[src/rtl/instruction_fetch_pkg.sv]
// Shared constants for the instruction fetch stage: word width, reset/halt defaults
// and the bubble word.
package instruction_fetch_pkg;

  localparam int unsigned XLEN = 32;
  localparam logic [XLEN-1:0] RESET_PC_DEFAULT = 32'h0000_0000;
  localparam logic [5:0] HALT_OPCODE_DEFAULT = 6'b111111;
  localparam logic [XLEN-1:0] NOP_WORD = 32'h0000_0000;
  localparam logic [XLEN-1:0] PC_STEP = 32'd4;

  function automatic logic [XLEN-1:0] word_align(input logic [XLEN-1:0] addr);
    return {addr[XLEN-1:2], 2'b00};
  endfunction

endpackage

[src/rtl/instruction_fetch_pc_reg.sv]
// Program counter register with its next-PC mux.
// Priority: reset, redirect (branch over jump), hold, sequential advance.
module pc_reg
  import instruction_fetch_pkg::*;
#(
  parameter logic [XLEN-1:0] RESET_PC = RESET_PC_DEFAULT
) (
  input  logic            clk,
  input  logic            rst,
  input  logic            hold,
  input  logic            branch_taken,
  input  logic [XLEN-1:0] branch_target,
  input  logic            jump,
  input  logic [XLEN-1:0] jump_target,
  output logic [XLEN-1:0] pc
);

  logic [XLEN-1:0] redirect_pc;

  always_comb begin
    redirect_pc = word_align(jump_target);
    if (branch_taken) begin
      redirect_pc = word_align(branch_target);
    end
  end

  always_ff @(posedge clk) begin
    if (rst) begin
      pc <= RESET_PC;
    end else if (branch_taken || jump) begin
      pc <= redirect_pc;
    end else if (!hold) begin
      pc <= pc + PC_STEP;
    end
  end

endmodule

[src/rtl/instruction_fetch.sv]
// Instruction fetch stage: drives the PC to instruction memory and registers the
// returned word into the IF/ID register, with halt detection and a fetch counter.
module instruction_fetch
  import instruction_fetch_pkg::*;
#(
  parameter logic [XLEN-1:0] RESET_PC    = RESET_PC_DEFAULT,
  parameter logic [5:0]      HALT_OPCODE = HALT_OPCODE_DEFAULT
) (
  input  logic        clk,
  input  logic        rst,
  input  logic        stall,
  input  logic        branch_taken,
  input  logic [31:0] branch_target,
  input  logic        jump,
  input  logic [31:0] jump_target,
  output logic [31:0] imem_addr,
  input  logic [31:0] imem_data,
  output logic [31:0] if_id_instr,
  output logic [31:0] if_id_pc4,
  output logic        if_id_valid,
  output logic        halted,
  output logic [31:0] fetch_count
);

  logic [XLEN-1:0] pc_p0;
  logic [XLEN-1:0] instr_p1;
  logic [XLEN-1:0] pc4_p1;
  logic            vld_p1;
  logic            halted_q;
  logic [XLEN-1:0] fetch_count_q;
  logic            redirect;

  assign redirect = branch_taken | jump;

  pc_reg #(
    .RESET_PC(RESET_PC)
  ) u_pc_reg (
    .clk          (clk),
    .rst          (rst),
    .hold         (halted_q | stall),
    .branch_taken (branch_taken),
    .branch_target(branch_target),
    .jump         (jump),
    .jump_target  (jump_target),
    .pc           (pc_p0)
  );

  assign imem_addr = pc_p0;

  // IF -> ID boundary
  always_ff @(posedge clk) begin
    if (rst) begin
      instr_p1      <= NOP_WORD;
      pc4_p1        <= '0;
      vld_p1        <= 1'b0;
      halted_q      <= 1'b0;
      fetch_count_q <= '0;
    end else if (redirect) begin
      instr_p1 <= NOP_WORD;
      vld_p1   <= 1'b0;
      halted_q <= 1'b0;
    end else if (halted_q) begin
      vld_p1 <= 1'b0;
    end else if (!stall) begin
      instr_p1      <= imem_data;
      pc4_p1        <= pc_p0 + PC_STEP;
      vld_p1        <= 1'b1;
      fetch_count_q <= fetch_count_q + 32'd1;
      // The halt word itself is delivered as a valid instruction before fetch freezes.
      if (imem_data[31:26] == HALT_OPCODE) begin
        halted_q <= 1'b1;
      end
    end
  end

  assign if_id_instr = instr_p1;
  assign if_id_pc4   = pc4_p1;
  assign if_id_valid = vld_p1;
  assign halted      = halted_q;
  assign fetch_count = fetch_count_q;

endmodule
[config.mk]
export PLATFORM = sky130hd
export DESIGN_NAME = instruction_fetch
export DESIGN_NICKNAME = d
export VERILOG_FILES = /design/src/rtl/instruction_fetch_pkg.sv /design/src/rtl/instruction_fetch_pc_reg.sv /design/src/rtl/instruction_fetch.sv
export SDC_FILE = /design/constraint.sdc
export NUM_CORES = 1
export LEC_CHECK = 0
export BUFFER_PORTS_ARGS = -buffer_cell sky130_fd_sc_hd__buf_2
export CAP_MARGIN = 20
export CORE_MARGIN = 2
export CORE_UTILIZATION = 49
export DETAILED_ROUTE_END_ITERATION = 6
export PLACE_DENSITY = 0.86
export SYNTH_ARGS = -nofsm -noshare
export SYNTH_HDL_FRONTEND = slang
export SYNTH_SLANG_ARGS = --single-unit
[constraint.sdc]
create_clock -name clk -period 2.6 [get_ports clk]
set_input_delay 0.26 -clock clk [delete_from_list [all_inputs] [get_ports clk]]
set_output_delay 0.26 -clock clk [all_outputs]
set_load 0.02 [all_outputs]
==> results.py, run 1 <==
metrics = {
    "run_status": {
        "outcome": "finished with violations",
        "violations": "DRC",
    },
    "critical_path": {
        "r2r_slack_ns": 0.39,
        "critPathRequiredTime_ns": 2.92,
        "slowest_delay_ns": 0.48,
        "r2r_end": "if_id_pc4[24]",
        "crit_path_end_kind": "register",
        "setup.worst_path.start": "u_pc_reg.pc[6]",
        "arrival_ns": 2.53,
        "crit_fanout": 17,
        "critical_path.top_delay_family": "simple AND/OR/NAND/NOR gates",
        "reg2regPathDepth": 6,
        "critPathBufInv": 1,
        "worst_path_max_delay_cell": "nor4_1",
        "crit_type": "register to register",
        "critPathLaunchType": "register",
        "r2r-start": "u_pc_reg.pc[6]",
        "crit_chain": "and4_1, nand4_1, buf_4, nor4_1, xnor2_1, a211oi_1",
    },
    "final_layout": {
        "area_growth_pct": 30.8,
        "fin_nets": 1060,
        "fin_util": 0.660,
        "fillers": 1016,
        "fin_cells": 1143,
        "drive_gt1_frac": 0.301,
        "postLayoutCellArea_um2": 7970,
    },
    "placement": {
        "placed_cell_area_um2": 7400,
        "place_hpwl_um": 13000,
        "dpl.cell_count": 1106,
        "gp_congestion": 0.849,
        "dp_slack_ns": 0.202,
        "port_buffers": 222,
    },
    "sta": {
        "slew_viol_final": 0,
        "clock_skew_ns": 0.00978,
        "period_share": 0.850,
        "hold_viol": 0,
        "fin_hold_ws_ns": 0.0757,
        "fmax_mhz": 453,
        "min_period_ns": 2.21,
        "finalSetupViolCount": 0,
        "fin_ws_ns": 0.391,
        "max_slew.worst_pin.slew_ns": 0.743,
        "slew_headroom": 0.501,
        "rsz0062_at_grt": "false",
        "tns_ns": 0,
    },
    "routing": {
        "routedWlPerCell_um": 15.8,
        "num_vias": 6348,
        "drc": 1,
        "drtAntennaViolNets": 0,
        "first_iter_violations": 582,
        "viasPerCell": 5.55,
        "drt_wl_total_um": 18100,
        "drt_pass1_iterations": 7,
    },
    "power_and_ir_drop": {
        "p_per_area_nw_per_um2": 607,
        "power_mw": 4.84,
        "ir_worst_vdd_v": 0.000471,
        "leakagePower_nw": 3.36,
    },
    "clock_tree": {
        "cts_tree": "yes",
        "cts_buffers": 17,
        "cts-htree-levels": 4,
        "post_cts_resized": 0,
        "clk_pin_slew_ns": 0.06,
        "cts_hold_buffers": 0,
        "cts_setup_buffers": 0,
        "clock_latency_ns": 0.42,
        "clock_sinks": 126,
        "cts-root-buf": "clkbuf_16",
        "cts_buffer_depth": 2,
    },
    "synthesis": {
        "synth_edf_count": 0,
        "synthFlopType": "dfxtp_1",
        "synth_cells": 750,
        "synth_compound_area_frac": 0.178,
        "synth_simple_gate_area_share": 0.260,
        "syn_area_per_cell_um2": 8.12,
        "async_flop_share": 0,
        "synth.mux.area_fraction": 0.0101,
        "synth_top_area_frac": 0.414,
        "synth_seq_cells": 126,
        "synth_fa_ha_area_frac": 0.00411,
        "yosys.area.top_type": "dfxtp_1",
        "synth_xor_area_frac": 0.0834,
        "synth_top_family_by_area": "simple AND/OR/NAND/NOR gates",
        "synthTopCellsByCount": "126 x dfxtp_1, 94 x nand2_1, 77 x nor2_1, 63 x a21oi_1, 49 x clkbuf_1",
        "synth_area_um2": 6090,
        "synthMostInstantiatedCell": "dfxtp_1",
        "synth.top_cells.by_area": "dfxtp_1 41%, nand2_1 5.8%, xnor2_1 5.3%",
        "synthDistinctLibCells": 53,
        "ys_seq_area_frac": 0.414,
        "ys_warn_count": 0,
    },
    "hold_path": {
        "hold_end": "if_id_instr[14]",
        "min_from": "imem_data[14]",
        "min-delay-path-class": "input port to register",
        "whs_path_depth": 3,
    },
    "floorplan": {
        "initial_core_util": 0.505,
        "core-area_um2": 12100,
        "ios": 231,
        "die_width_um": 115,
        "rows": 40,
        "die_h_um": 115,
        "die_area_um2": 13300,
    },
    "grt": {
        "grt_usage": 0.273,
        "grt_max_degree": 50,
        "first_global_vias": 5885,
        "grt_pass1_wl_um": 28600,
        "antenna_found_initial": 5,
        "grt_overflow": 0,
    },
    "run": {
        "cap_violations": 0,
    },
}
==> where the power goes <==
group	leakage, nW	internal, mW	total (mW)	switching [mW]
clock	0.261	1.35	2.21	0.857
sequential	1.02	1.99	2.05	0.0606
combinational	2.07	0.230	0.573	0.343
==> layout make-up <==
cell class | instances | area (um^2) | share of cell area
multi-input cells | 552 | 3290 | 0.413
flip-flops and latches | 126 | 2520 | 0.317
repair buffers | 248 | 1330 | 0.167
clock buffers | 21 | 460 | 0.0578
well taps | 168 | 210 | 0.0264
clock inverters | 11 | 92.6 | 0.0116
inverters | 12 | 45.0 | 0.00565
diodes | 5 | 12.5 | 0.00157
==> layout by cell type (no fill, tap or decap), drive strengths merged, types with 19 or more instances in the layout <==
master / n
a21oi: 63
nand2: 94
clkbuf: 21
nand3: 35
a211oi: 35
nor3: 35
xnor2: 37
nand4: 19
buf: 248
nor2: 77
xor2: 21
dfxtp: 126
==> cells by family (layout without fill, tap and decap cells) <==
family | count (synthesis) | after routing
multiplexers | 6 | 6
other | 1 | 9
AO/OA/AOI/OAI | 162 | 162
AND/OR/NAND/NOR | 320 | 320
buffers and inverters | 75 | 292
flip-flops | 126 | 126
adder cells (fa/ha/maj) | 2 | 2
XOR/XNOR | 58 | 58
==> worst register-to-register path, cell delays in order (launching register included) <==
cell      delay, ns
dfxtp_1        0.46
and4_1         0.34
nand4_1        0.19
buf_4          0.24
nor4_1         0.48
xnor2_1        0.14
a211oi_1       0.26
==> worst max-delay path by stage <==
stage | depth (start not counted) | to | slack, ns
finish | 6 | if_id_pc4[24] | 0.39
global route | 7 | u_pc_reg.pc[12] | 0.21
CTS | 6 | if_id_pc4[24] | 0.41
detailed placement | 6 | fetch_count[27] | 0.20
global placement | 6 | fetch_count[27] | 0.24
floorplan | 7 | u_pc_reg.pc[27] | 0.39
==> metal layers <==
layer | track usage | wire length (um)
met4 | 0.146 | 529
met1 | 0.339 | 7700
met2 | 0.427 | 8430
met5 | 0 | 0
met3 | 0.0811 | 1450
No activity file was read; power rests on OpenSTA's default activity.
==> inputs of run 2 (changes only) <==
ABC_AREA = 1   (was unset)
CORE_UTILIZATION = 50   (was 49)
clock period = 2.2 ns   (was 2.6 ns; I/O delays follow)
==> run 2 against run 1 <==
Synthesized area up 5.6%. Fmax up 19%. First-iteration DRC count down 14%. Setup slack worse by 0.052 ns. Clock power up 34%. Critical endpoint is now u_pc_reg.pc[29]. Register-to-register slack worse by 0.05 ns. Non-clock buffer count down 15. Sequential share of layout area down 1.2 points. The run now ends clean. Synthesized cell count up 28%. Power up 26%.
==> results.py, run 2 <==
metrics = {
    "power_and_ir_drop": {
        "swShare": 0.241,
        "power_frac_clock": 0.487,
        "p_comb_frac": 0.109,
        "leakagePower_nw": 3.91,
        "ir_worst_vdd_v": 0.000581,
        "p_sw_mw": 1.47,
        "p_int_mw": 4.61,
        "seqPwrFrac": 0.404,
        "p_per_area_nw_per_um2": 735,
    },
    "final_layout": {
        "area_growth_pct": 28.6,
        "fin_nets": 1272,
        "drive_gt1_frac": 0.249,
        "fin_util": 0.658,
        "final_common_cell": "nand2_1",
        "layout_common_cells": "272 x nand2_1, 222 x buf_2, 130 x nor2_1",
        "fillers": 1138,
    },
    "floorplan": {
        "die_area_um2": 13800,
        "initial_core_util": 0.512,
        "die_h_um": 117,
        "core-area_um2": 12600,
        "die_width_um": 117,
        "rows": 41,
        "ios": 231,
    },
    "sta": {
        "hold_viol": 0,
        "rsz0062_at_grt": "false",
        "fmax_mhz": 537,
        "slew_viol_final": 0,
        "slew_headroom": 0.437,
        "min_period_ns": 1.86,
        "max_slew.worst_pin.slew_ns": 0.844,
        "tns_ns": 0,
        "period_share": 0.846,
        "finalSetupViolCount": 0,
        "clock_skew_ns": 0.00793,
    },
    "critical_path": {
        "crit_path_end_kind": "register",
        "critPathRequiredTime_ns": 2.53,
        "crit_fanout": 36,
        "arrival_ns": 2.19,
        "critPathLaunchType": "register",
        "crit_type": "register to register",
    },
    "clock_tree": {
        "post_cts_resized": 0,
        "cts_buffers": 17,
        "clk_pin_slew_ns": 0.05,
        "cts_buffer_depth": 2,
        "cts_hold_buffers": 0,
        "clock_latency_ns": 0.41,
        "clock_sinks": 126,
        "cts-root-buf": "clkbuf_16",
        "cts_tree": "yes",
        "cts_setup_buffers": 0,
        "cts-htree-levels": 4,
    },
    "routing": {
        "route.layer.met1.wl_um": 7700,
        "wl_met2_um": 9210,
        "drt_wl_total_um": 19300,
        "top_layer": "met4",
        "drt_pass1_iterations": 5,
        "wl_met3_um": 1870,
        "num_vias": 6990,
        "drc": 0,
        "routedWlPerCell_um": 14.2,
        "drtAntennaViolNets": 0,
        "viasPerCell": 5.16,
        "first_iter_violations": 499,
    },
    "synthesis": {
        "synth_cells": 959,
        "ys_seq_area_frac": 0.392,
        "syn_area_per_cell_um2": 6.71,
        "synth_area_um2": 6430,
        "async_flop_share": 0,
        "synthMostInstantiatedCell": "nand2_1",
        "synth_top_area_frac": 0.392,
        "synth_edf_count": 0,
        "ys_warn_count": 0,
        "synthFlopType": "dfxtp_1",
        "synthDistinctLibCells": 37,
        "yosys.area.top_type": "dfxtp_1",
        "synthTopCellsByCount": "272 x nand2_1, 131 x nor2_1, 126 x dfxtp_1, 93 x inv_1, 78 x a21oi_1",
        "synth.top_cells.by_area": "dfxtp_1 39%, nand2_1 16%, nor2_1 7.6%",
        "synth_seq_cells": 126,
    },
    "grt": {
        "first_global_vias": 6658,
        "grt_usage": 0.282,
        "grt_overflow": 0,
        "antenna_found_initial": 3,
        "grt_max_degree": 49,
        "grt_pass1_wl_um": 31600,
    },
    "placement": {
        "gp_congestion": 0.919,
        "place_hpwl_um": 14500,
        "port_buffers": 222,
    },
    "run_status": {
        "outcome": "complete, no violations",
    },
    "hold_path": {
        "min-delay-path-class": "input port to register",
    },
    "run": {
        "cap_violations": 0,
    },
}
run 2: changes by cell type after synthesis, sizes merged, moves of 27 or more:
cell	change
a211oi	-34
clkbuf	-27
inv	+84
o21ai	+52
nor3	-33
nor2	+76
xnor2	-29
nand2	+184
run 2: logic make-up after synthesis:
family,count (synthesis),synth area share
and+or+nand+nor,484,0.321
AOI/OAI and AO/OA,185,0.164
buffers and inverters,140,0.0903
DFF,126,0.392
xor gates and xnor gates,21,0.0286
adders and majority gates,2,0.00389
other,1,0.000583
run 2: layout make-up:
type                            instances  area [um^2]  area share
Multi-Input combinational cell        696         3340       0.404
Sequential cell                       126         2520       0.305
Timing Repair Buffer                  233         1190       0.144
Clock buffer                           25          536      0.0647
Inverter                               95          357      0.0431
Tap cell                              172          215      0.0260
Clock inverter                          5          100      0.0121
Antenna cell                            3         7.51    0.000907
run 2: worst paths after layout:
| check | startpoint | endpoint | slack, ns | cells past startpoint |
|---|---|---|---|---|
| setup / recovery | halted | u_pc_reg.pc[29] | 0.34 | 6 |
| hold / removal | imem_data[17] | if_id_instr[17] | 0.06 | 3 |
| setup reg to reg | halted | u_pc_reg.pc[29] | 0.34 | 6 |
| hold reg to reg | if_id_instr[24] | if_id_instr[24] | 0.46 | 2 |
run 2: metrics by stage:
step	area (um^2)	setup slack, ns	hold slack (ns)	instances	power [mW]
detailed placement	7630	0.191	0.453	1322	3.16
global placement	7630	0.238	0.445	1322	3.14
global route	8270	0.181	0.0543	1354	6.31
finish	8270	0.338	0.0562	1355	6.08
CTS	8270	0.331	0.0406	1352	6.11
floorplan	6440	0.562	0.368	962	2.89
run 2: layer usage:
metal  vias up  track usage
li1       3490            -
met1      3152        0.338
met2       308        0.476
met3        40       0.0817
met4         0        0.113
met5         -            0
run 2: critical path, stage by stage (launching register included):
cell and delay (ns):
dfxtp_1 0.36, nor2_2 0.07, nor2_1 0.49, inv_2 0.41, o21ai_0 0.24, inv_1 0.06, a21oi_1 0.14
run 2: power by group through the flow:
stage / Clock, mW / Sequential (mW) / Combinational [mW]
after floorplan: 0 / 2.58 / 0.308
after global placement: 0 / 2.49 / 0.648
after detailed placement: 0 / 2.50 / 0.660
after CTS: 3.00 / 2.45 / 0.663
after global routing: 3.11 / 2.46 / 0.730
final: 2.96 / 2.45 / 0.664
==> inputs of run 3 (changes only) <==
ABC_AREA = 0   (was 1)
CORE_UTILIZATION = 49   (was 50)
clock period = 1.9 ns   (was 2.2 ns; I/O delays follow)
==> run 3 against run 2 <==
The flow now finishes with violations (setup timing). Cell count fell by 11%. Global-route usage rose by 0.93 points. Power rose by 16%. Highest routed layer is now met5. Clock skew rose by 0.00095 ns. Sequential power rose by 14%.
==> results.py, run 3 (synthesis gave the netlist of run 1 again) <==
metrics = {
    "run_status": {
        "outcome": "finished with violations",
        "violations": "setup timing",
    },
    "sta": {
        "finalSetupViolCount": 2,
        "min_period_ns": 1.92,
        "tns_ns": -0.0186,
        "clock_skew_ns": 0.00888,
        "fin_ws_ns": -0.0167,
        "rsz0062_at_grt": "true",
        "slew_viol_final": 0,
        "hold_viol": 0,
        "fmax_mhz": 522,
        "period_share": 1.01,
        "slew_headroom": 0.655,
        "max_slew.worst_pin.slew_ns": 0.518,
    },
    "grt": {
        "grt_overflow": 0,
        "grt_max_degree": 67,
        "antenna_found_initial": 1,
        "grt_usage": 0.291,
        "grt_pass1_wl_um": 30500,
        "first_global_vias": 6268,
    },
    "clock_tree": {
        "clock_sinks": 126,
        "cts-root-buf": "clkbuf_16",
        "cts-htree-levels": 4,
        "cts_buffers": 17,
        "clk_pin_slew_ns": 0.06,
        "clock_latency_ns": 0.42,
        "cts_buffer_depth": 2,
        "cts_tree": "yes",
    },
    "floorplan": {
        "die_area_um2": 13300,
        "initial_core_util": 0.505,
        "ios": 231,
        "die_width_um": 115,
        "rows": 40,
        "die_h_um": 115,
        "core-area_um2": 12100,
    },
    "routing": {
        "drc": 0,
        "drtAntennaViolNets": 0,
        "drt_pass1_iterations": 5,
        "viasPerCell": 5.68,
        "routedWlPerCell_um": 16.8,
        "first_iter_violations": 728,
        "drt_wl_total_um": 20200,
        "num_vias": 6830,
    },
    "final_layout": {
        "seqCellArea_um2": 2540,
        "postLayoutCellArea_um2": 8730,
        "final_common_cell": "buf_2",
        "fillers": 933,
        "fin_nets": 1126,
        "area_growth_pct": 43.4,
        "layout_common_cells": "223 x buf_2, 115 x dfxtp_1, 94 x nand2_1",
        "drive_gt1_frac": 0.358,
        "multiInputGateArea_um2": 3400,
        "antenna_cells": 0,
    },
    "power_and_ir_drop": {
        "swShare": 0.254,
        "ir_worst_vdd_v": 0.000668,
        "p_per_area_nw_per_um2": 809,
        "power_frac_clock": 0.474,
        "leakagePower_nw": 3.79,
        "power_mw": 7.06,
        "p_comb_frac": 0.131,
        "p_int_mw": 5.26,
        "seqPwrFrac": 0.395,
        "p_sw_mw": 1.80,
    },
    "placement": {
        "place_hpwl_um": 13300,
        "placed_cell_area_um2": 7780,
        "gp_congestion": 0.898,
        "port_buffers": 222,
    },
    "critical_path": {
        "crit_path_end_kind": "register",
        "arrival_ns": 2.24,
        "crit_type": "register to register",
        "critPathLaunchType": "register",
        "crit_fanout": 13,
        "critPathRequiredTime_ns": 2.22,
    },
    "run": {
        "cap_violations": 0,
    },
    "hold_path": {
        "min-delay-path-class": "input port to register",
    },
}
[run 3: stage by stage]
step / cells / worst slack (ns) / util / hold WS, ns
floorplan: 753 / -0.0848 / - / 0.326
global placement: 1146 / -0.0666 / 0.645 / 0.430
detailed placement: 1146 / -0.0827 / 0.645 / 0.437
CTS: 1193 / 0.0158 / 0.709 / 0.00173
global route: 1203 / -0.157 / 0.724 / 0.0111
finish: 1203 / -0.0167 / 0.724 / 0.0147
[run 3: path summary, 6_finish.rpt]
check                     to  cells past startpoint  slack [ns]              from
max          u_pc_reg.pc[31]                      7       -0.02    u_pc_reg.pc[8]
min           u_pc_reg.pc[2]                      3        0.01  branch_target[2]
max reg2reg  u_pc_reg.pc[31]                      7       -0.02    u_pc_reg.pc[8]
min reg2reg  if_id_instr[23]                      2        0.45   if_id_instr[23]
[run 3: final cells by class]
| type | instances | share of cell area |
|---|---|---|
| Timing Repair Buffer | 314 | 0.221 |
| Tap cell | 168 | 0.0241 |
| Clock buffer | 20 | 0.0535 |
| Inverter | 12 | 0.00516 |
| Sequential cell | 126 | 0.291 |
| Clock inverter | 11 | 0.0161 |
| Multi-Input combinational cell | 552 | 0.390 |
[run 3: critical path: stages (launching register included)]
cell      delay [ns]
dfxtp_2         0.32
and4_4          0.26
nand4_1         0.12
buf_6           0.17
buf_4           0.17
nor4_2          0.32
xnor2_1         0.16
a211oi_1        0.30
[run 3: power by group through the flow]
stage	combinational, mW	clock [mW]	sequential [mW]
2_1_floorplan	0.385	0	2.96
4_1_cts	0.899	3.37	2.78
5_1_grt	0.995	3.50	2.80
3_3_place_gp	0.852	0	2.84
3_5_place_dp	0.868	0	2.84
6_report	0.927	3.35	2.79
[run 3: metal layers]
layer,vias to the layer above,wire length (um),GRT usage
li1,3231,-,-
met1,3191,7830,0.351
met2,348,9950,0.487
met3,58,1720,0.0826
met4,2,634,0.127
met5,-,13,0
[run 3: what timing repair did]
action / 4_1_cts / 5_1_grt
setup buffers: 0 / 8
hold buffers: 16 / 1
resized for setup: 0 / 24
endpoints found under the setup margin: 0 / 30
hold endpoints to repair: 16 / 1
